### config.mk
export PLATFORM = sky130hd
export DESIGN_NAME = noc_link_vchannel_mux
export DESIGN_NICKNAME = d
export VERILOG_FILES = /design/src/rtl/noc_link_vchannel_mux.sv
export SDC_FILE = /design/constraint.sdc
export NUM_CORES = 1
export LEC_CHECK = 0
export BUFFER_PORTS_ARGS = -buffer_cell sky130_fd_sc_hd__buf_2
export CORE_ASPECT_RATIO = 1.5
export CORE_MARGIN = 2
export CORE_UTILIZATION = 59
export CTS_CLUSTER_DIAMETER = 40
export CTS_CLUSTER_SIZE = 25
export DETAILED_ROUTE_END_ITERATION = 10
export PLACE_DENSITY = 0.86
export SYNTH_ARGS = -nofsm -noshare
export SYNTH_HDL_FRONTEND = slang
export SYNTH_SLANG_ARGS = --single-unit
### constraint.sdc
create_clock -name clk -period 5.31 [get_ports clk]
set_clock_uncertainty 0.1 [all_clocks]
set_input_delay 0.531 -clock clk [delete_from_list [all_inputs] [get_ports clk]]
set_output_delay 0.531 -clock clk [all_outputs]
set_load 0.02 [all_outputs]
### src/rtl/noc_link_vchannel_mux.sv
// rtl/noc_link_vchannel_mux.sv - per-virtual-channel FIFOs muxed onto one physical flit bus
// Round-robin arbitration at packet granularity; the granted channel owns the bus until its last flit.
module noc_link_vchannel_mux #(
   parameter int CHANNELS   = 2,
   parameter int FLIT_WIDTH = 34,
   parameter int FIFO_DEPTH = 4
) (
   input  logic                           clk,
   input  logic                           rst,
   input  logic [CHANNELS*FLIT_WIDTH-1:0] link_in_flit,
   input  logic [CHANNELS-1:0]            link_in_last,
   input  logic [CHANNELS-1:0]            link_in_valid,
   output logic [CHANNELS-1:0]            link_in_ready,
   output logic [FLIT_WIDTH-1:0]          link_out_flit,
   output logic                           link_out_last,
   output logic [CHANNELS-1:0]            link_out_valid,
   input  logic [CHANNELS-1:0]            link_out_ready
);
   localparam int AW = $clog2(FIFO_DEPTH);
   localparam int PW = AW + 1;
   localparam int CW = (CHANNELS > 1) ? $clog2(CHANNELS) : 1;
   localparam logic [PW-1:0] DEPTH_P = PW'(FIFO_DEPTH);

   typedef enum logic {IDLE, ACTIVE} state_t;

   state_t                               state, state_nxt;
   logic [CW-1:0]                        cur, cur_nxt;
   logic [CW-1:0]                        rr_ptr, rr_nxt;
   logic [CW-1:0]                        scan_idx;
   logic [CHANNELS-1:0][PW-1:0]          count;
   logic [CHANNELS-1:0][FLIT_WIDTH:0]    heads;
   logic [CHANNELS-1:0]                  not_empty;
   logic [CHANNELS-1:0]                  push;
   logic [CHANNELS-1:0]                  pop;
   logic [FLIT_WIDTH:0]                  head;

   for (genvar c = 0; c < CHANNELS; c++) begin : g_ch
      logic [FLIT_WIDTH:0] mem [FIFO_DEPTH];
      logic [PW-1:0]       wr_ptr;
      logic [PW-1:0]       rd_ptr;

      // Pointers carry one extra bit so full and empty are distinguishable.
      assign count[c]         = wr_ptr - rd_ptr;
      assign not_empty[c]     = (count[c] != '0);
      assign link_in_ready[c] = rst & (count[c] != DEPTH_P);
      assign push[c]          = link_in_valid[c] & link_in_ready[c];
      assign heads[c]         = mem[rd_ptr[AW-1:0]];

      always_ff @(posedge clk or negedge rst) begin
         if (!rst) begin
            wr_ptr <= '0;
            rd_ptr <= '0;
         end else begin
            if (push[c]) wr_ptr <= wr_ptr + 1'b1;
            if (pop[c])  rd_ptr <= rd_ptr + 1'b1;
         end
      end

      always_ff @(posedge clk) begin
         if (push[c]) mem[wr_ptr[AW-1:0]] <= {link_in_last[c], link_in_flit[c*FLIT_WIDTH +: FLIT_WIDTH]};
      end
   end

   assign head = heads[cur];

   always_ff @(posedge clk or negedge rst) begin
      if (!rst) begin
         state  <= IDLE;
         cur    <= '0;
         rr_ptr <= '0;
      end else begin
         state  <= state_nxt;
         cur    <= cur_nxt;
         rr_ptr <= rr_nxt;
      end
   end

   always_comb begin
      state_nxt      = state;
      cur_nxt        = cur;
      rr_nxt         = rr_ptr;
      scan_idx       = '0;
      pop            = '0;
      link_out_valid = '0;
      link_out_flit  = '0;
      link_out_last  = 1'b0;
      case (state)
         IDLE: begin
            if (|not_empty) state_nxt = ACTIVE;
            // Scan downwards so the channel closest to rr_ptr is the last one written.
            for (int i = CHANNELS - 1; i >= 0; i--) begin
               scan_idx = CW'((int'(rr_ptr) + i) % CHANNELS);
               if (not_empty[scan_idx]) cur_nxt = scan_idx;
            end
         end
         ACTIVE: begin
            // The lock is kept even when the FIFO drains mid-packet.
            if (not_empty[cur]) begin
               link_out_valid[cur] = 1'b1;
               link_out_flit       = head[FLIT_WIDTH-1:0];
               link_out_last       = head[FLIT_WIDTH];
               if (link_out_ready[cur]) begin
                  pop[cur] = 1'b1;
                  if (head[FLIT_WIDTH]) begin
                     state_nxt = IDLE;
                     rr_nxt    = (cur == CW'(CHANNELS - 1)) ? '0 : cur + 1'b1;
                  end
               end
            end
         end
      endcase
   end
endmodule

After elaboration in Yosys (flattened, before gate mapping)
Memories as Yosys holds them, arrays and structs flattened.
Index checks and enable logic that the tools add are counted.

word-level totals
  memories = 2
  register bits = 15
  input port bits = 76
  memory bits (writable) = 280

memory list
  memory       depth  bits a word  read ports  clocked after Yosys merged registers in  wr ports  RTL line  source
  g_ch[0].mem  4      35           1           0                                        1         38        logic [FLIT_WIDTH:0] mem [FIFO_DEPTH];
  g_ch[1].mem  4      35           1           0                                        1         38

operators by class
  $add $sub $neg = 8
  $lt $le $gt $ge = 4
  reduce and logical (&&, ||, !) cells = 7
  equal/unequal tests = 2
  bitwise operators = 5
  multiplexer cells = 33

operators with widths
  operator                                                                      count
  35-bit 2-to-1 mux                                                             2
  34-bit 2-to-1 mux                                                             2
  1-bit 2-to-1 mux                                                              22
  3-bit by 1-bit adder with 3-bit output, second input constant                 4
  2-bit 2-to-1 mux                                                              5
  1-bit by 2-bit less-than comparator with 1-bit output, second input constant  3
  3-bit != test, second input constant                                          2
  3-bit nonzero test                                                            2
  3-bit subtractor                                                              2
  1-bit AND                                                                     4
  4-bit AND reduction                                                           1
  1-bit adder, second input constant                                            2
  1-bit case mux with 2 select lines                                            1
  2-bit AND reduction                                                           1
  2-bit nonzero test                                                            1
  2-bit OR reduction                                                            1
  1-bit demux with 1-bit select                                                 1
  1-bit >= comparator, second input constant                                    1
  1-bit logical AND                                                             1
  1-bit NOT                                                                     1

Depth between registers and ports, before layout
  word-level depth = 7
  gate-level depth with buffers = 9
  depth with buffers taken out = 6

Worst setup path after synthesis
OpenSTA, ideal clock, no wires.

  path kind = register to register
  start = reg g_ch[0].rd_ptr[1]
  end = mem g_ch[0].mem[3][0] in the netlist's numbering, enable pin
  data arrival time = 3.389 ns
  setup slack = 1.379 ns
  required time = 4.768 ns
  stages on the path, launching flop included = 8
  cell sequence = dfrtp_1 buf_4 clkbuf_1 inv_1 ha_1 nor2b_1 xnor2_4 a21oi_1

between the ends
  longest elaborated chain between the ends = 6

RTL lines
  item                                    RTL line  source
  start, declared                         40        logic [PW-1:0] rd_ptr;
  start signal, assigned                  55        if (pop[c]) rd_ptr <= rd_ptr + 1'b1;
  3-bit subtractor                        43        assign count[c] = wr_ptr - rd_ptr;
  3-bit != test                           45        assign link_in_ready[c] = rst & (count[c] != DEPTH_P);
  1-bit AND                               45
  1-bit AND                               46        assign push[c] = link_in_valid[c] & link_in_ready[c];
  1-bit 2-to-1 mux                        60        if (push[c]) mem[wr_ptr[AW-1:0]] <= {link_in_last[c], link_in_flit[c*FLIT_WIDTH +: FLIT_WIDTH]};
  1-bit 2-to-1 mux (implied by the code)  60
  end, declared                           38

Every way passes these cells.

Worst setup path after layout
  start = reg g_ch[1].wr_ptr[0]
  end = out link_out_flit[13]

between the ends
  longest elaborated chain between the ends = 6

RTL lines
  item                                                  RTL line  source
  start, declared                                       39        logic [PW-1:0] wr_ptr;
  start signal, assigned                                54        if (push[c]) wr_ptr <= wr_ptr + 1'b1;
  3-bit subtractor                                      43
  3-bit nonzero test                                    44        assign not_empty[c] = (count[c] != '0);
  1-bit 2-to-1 mux (implied by the code) (2 in series)  98        if (not_empty[cur]) begin
  34-bit 2-to-1 mux                                     98
  34-bit 2-to-1 mux                                     87        case (state)
  end, declared                                         14        output logic [FLIT_WIDTH-1:0] link_out_flit,

Every way passes these cells. The select of a mux whose other input is x is not followed.

==> flow_metrics.tcl <==
set metrics [dict create \
    run_status "complete, no violations" \
    wl_met2_mm 13.08 \
    synthesis.yosys.warnings 0 \
    timing.critical_path.required_ps 4680 \
    leakage_uw 0.004758 \
    timing.setup.critical_path_class "register to output pin" \
    setup_slack_ps 1168 \
    die_h_um 178.5 \
    top_sig_layer "met4" \
    seqCellArea_mm2 0.008786 \
    switching_share_pct 37.18 \
    cts_tree "yes" \
    floorplan.io_pins 115 \
    timing.final.hold_violations 0 \
    globalRouteOverflowTotal 0 \
    setup_tns_ps 0 \
    global_route_wire_length_before_repair_mm 37.00 \
    path_max_fanout 34 \
    fin_crit_ps 4142 \
    synth_area_mm2 0.01198 \
    worst_setup_hold_path_clk_slew_ps 80 \
    irDropWorstVdd_v 0.0004806 \
    final_antenna_net_count 0 \
    critical_path.n_buffers_inverters 2 \
    layout.cells.most_common "edfxtp_1" \
    cts.sinks 295 \
    cp.arrival_ps 3510 \
    syn_area_per_cell_um2 20.45 \
    die-area_mm2 0.02149 \
    dp.final_hpwl_mm 15.85 \
    layout.nets 800 \
    drc 0 \
    routed_wire_length_per_instance_um 24.58 \
    max_slew_margin_pct 14.45 \
    drt-initial-drc-count 642 \
    slew_viol_final 0 \
    wl_met1_mm 8.614 \
    gp_routability_congestion 1.039 \
    clkPwrFrac_pct 25.0 \
    cellInternalPower_uw 5320 \
    timing.critical_path.slowest_stage_cell "xnor2_1" \
    synth_sequential_area_ratio_pct 73.30 \
    die_w_um 120.4 \
    final.fill_count 1245 \
    synthesis.instances 586 \
    max_cap_viol_count 0 \
    worstSetupEndpointType "output pin" \
    min_path_type "input pin to register" \
    setup_viol 0 \
    synth_seq_cells 295 \
    clock_tree.buffer_depth 3 \
    p_comb_share_pct 39.5 \
    clk_root_buffer_cell "clkbuf_16" \
    rsz0062_at_grt "no" \
    period_share_pct 78.00 \
    synthToLayoutAreaGrowth_pct 15.79 \
    worst_path_dominant_cell_family "compound AO/OA/AOI/OAI gates" \
    multiInputGateArea_mm2 0.003015 \
    gates_resized_cts_repair 0 \
    initial_utilization_pct 60.32 \
    cp_slowest_stage_delay_ps 870 \
    syn-num-nets 676 \
    power_frac_seq_pct 35.5 \
    worstSkewPairLatency_ps 540 \
    first_global_vias 6369 \
    power.density_cell_area_mw_per_mm2 610.3 \
    antenna_found_initial 0 \
    antenna_cells_inserted 0 \
    postRouteWirelength_mm 24.34 \
    critPathLaunchType "register" \
    tightest_slew_ps 1278 \
    maxClockFrequency_mhz 241.4 \
    most-common-layout-cells "280 x edfxtp_1, 114 x buf_2, 73 x nand2_1, 70 x mux4_2, 30 x a221oi_2" \
    portBuffers 114 \
    gr-usage-all-layers_pct 23.26 \
    grt_start_max_net_pins 41 \
    number_of_buffers_inserted_during_clock_tree_synthesis 27 \
    synth.distinct_cells 38 \
    post-place-ws_ps 1798 \
    drive_above_1_share_pct 40.27 \
    p_switching_uw 3149 \
    crit_chain "inv_1 -> ha_1 -> nor2b_1 -> xnor2_1 -> o21ai_4 -> a221oi_2 -> buf_2" \
    num_vias 6112 \
    row_count 63 \
    routed_vias_inst 6.174 \
    met3WireLength_mm 1.819 \
    placeableCoreArea_mm2 0.01986 \
    firstDrtPassIters 5 \
    htree_levels 1 \
]
## final timing paths
check                             startpoint                 end  slack, ps  cells past startpoint
setup / recovery           g_ch[1].wr_ptr[0]   link_out_flit[13]       1170                      7
hold / removal              link_in_flit[10]  g_ch[0].mem[0][10]        100                      1
setup reg to reg           g_ch[1].wr_ptr[0]  g_ch[1].mem[2][21]       2350                      7
hold reg to reg            g_ch[1].rd_ptr[2]   g_ch[1].rd_ptr[2]        400                      1
max in group asynchronous                rst   g_ch[1].rd_ptr[0]       4380                      2
min in group asynchronous                rst   g_ch[0].wr_ptr[0]        380                      2
## cell usage after synthesis
library cell	number	share of area, %
edfxtp_1	280	70
nand2_1	73	2.3
mux4_2	70	13
a221oi_2	30	3.8
clkbuf_1	15	0.47
dfrtp_1	15	3.1
ha_1	14	1.5
buf_4	8	0.50
inv_1	8	0.25
and2_1	7	0.37
xnor2_1	7	0.51
buf_2	6	0.25
o211ai_1	6	0.38
a221oi_1	4	0.29
and3_1	4	0.21
mux2_2	4	0.38
xor2_1	4	0.29
a21oi_1	3	0.13
buf_6	3	0.28
o21ai_0	3	0.13
a31oi_1	2	0.10
buf_1	2	0.063
nand3_1	2	0.084
nor2b_1	2	0.10
a21boi_0	1	0.063
a21oi_2	1	0.073
a31oi_2	1	0.10
a32oi_1	1	0.073
inv_2	1	0.031
nand2b_1	1	0.052
o211a_1	1	0.084
o21ai_1	1	0.042
o21ai_4	1	0.14
o221a_2	1	0.094
o311a_1	1	0.084
or2_2	1	0.052
xnor2_2	1	0.14
xnor2_4	1	0.23
## state kept, by name, summed over array words and instances, names as in the netlist
signal       count
g_ch.rd_ptr      6
rr_ptr           1
g_ch.wr_ptr      6
cur              1
state            1
g_ch.mem       280
## worst register-to-register path, cell delays in order (launching register included)
cell     delay [ps]
dfrtp_1         390
inv_1           110
ha_1            200
nor2b_1         130
xnor2_1         870
a31oi_2         290
and2_1          240
buf_4           290
## routing by layer
layer / GRT usage (%) / up-vias
met5: 0 / -
met4: 8.091 / 0
met2: 40.80 / 301
li1: - / 2663
met1: 29.63 / 3091
met3: 3.804 / 57
## power groups by stage
stage / clock [uW] / sequential, uW / combinational, uW
global route: 2250 / 3030 / 3550
detailed placement: 0 / 3050 / 3340
finish: 2120 / 3010 / 3340
global placement: 0 / 3020 / 3260
CTS: 2160 / 3010 / 3350
floorplan: 0 / 3030 / 2450
## cells by family after synthesis
logic type / after synthesis / synth area share (%)
flip-flops: 295 / 73.30
AND/OR/NAND/NOR: 90 / 3.153
buffers and inverters: 43 / 1.848
AO/OA/AOI/OAI: 57 / 5.534
adder cells (fa/ha/maj): 14 / 1.462
multiplexers: 74 / 13.53
XOR/XNOR: 13 / 1.170
## through the flow
stage / total power [uW] / instance area [um^2] / utilization (%) / hold WS [ps] / std cells
after detailed placement: 6393 / 12840 / 64.62 / 396.5 / 940
final: 8468 / 13870 / 69.85 / 97.63 / 990
after global routing: 8833 / 13870 / 69.85 / 84.16 / 990
after floorplan: 5481 / 11980 / - / 135.4 / 586
after CTS: 8523 / 13870 / 69.85 / 79.70 / 990
after global placement: 6280 / 12840 / 64.62 / 376.6 / 940
## repair_timing
item	CTS	global route
hold buffers	1	0
endpoints found under the hold margin	15	0
buffers inserted	0	0
## area by class of cell
| type | count | share of cell area (%) |
|---|---|---|
| inverters | 9 | 0.2435 |
| well taps | 260 | 2.345 |
| repair buffers | 129 | 4.942 |
| multi-input cells | 248 | 21.73 |
| clock buffers | 27 | 4.870 |
| clock inverters | 22 | 2.543 |
| flip-flops and latches | 295 | 63.32 |
(Power assumes the default switching activity.)
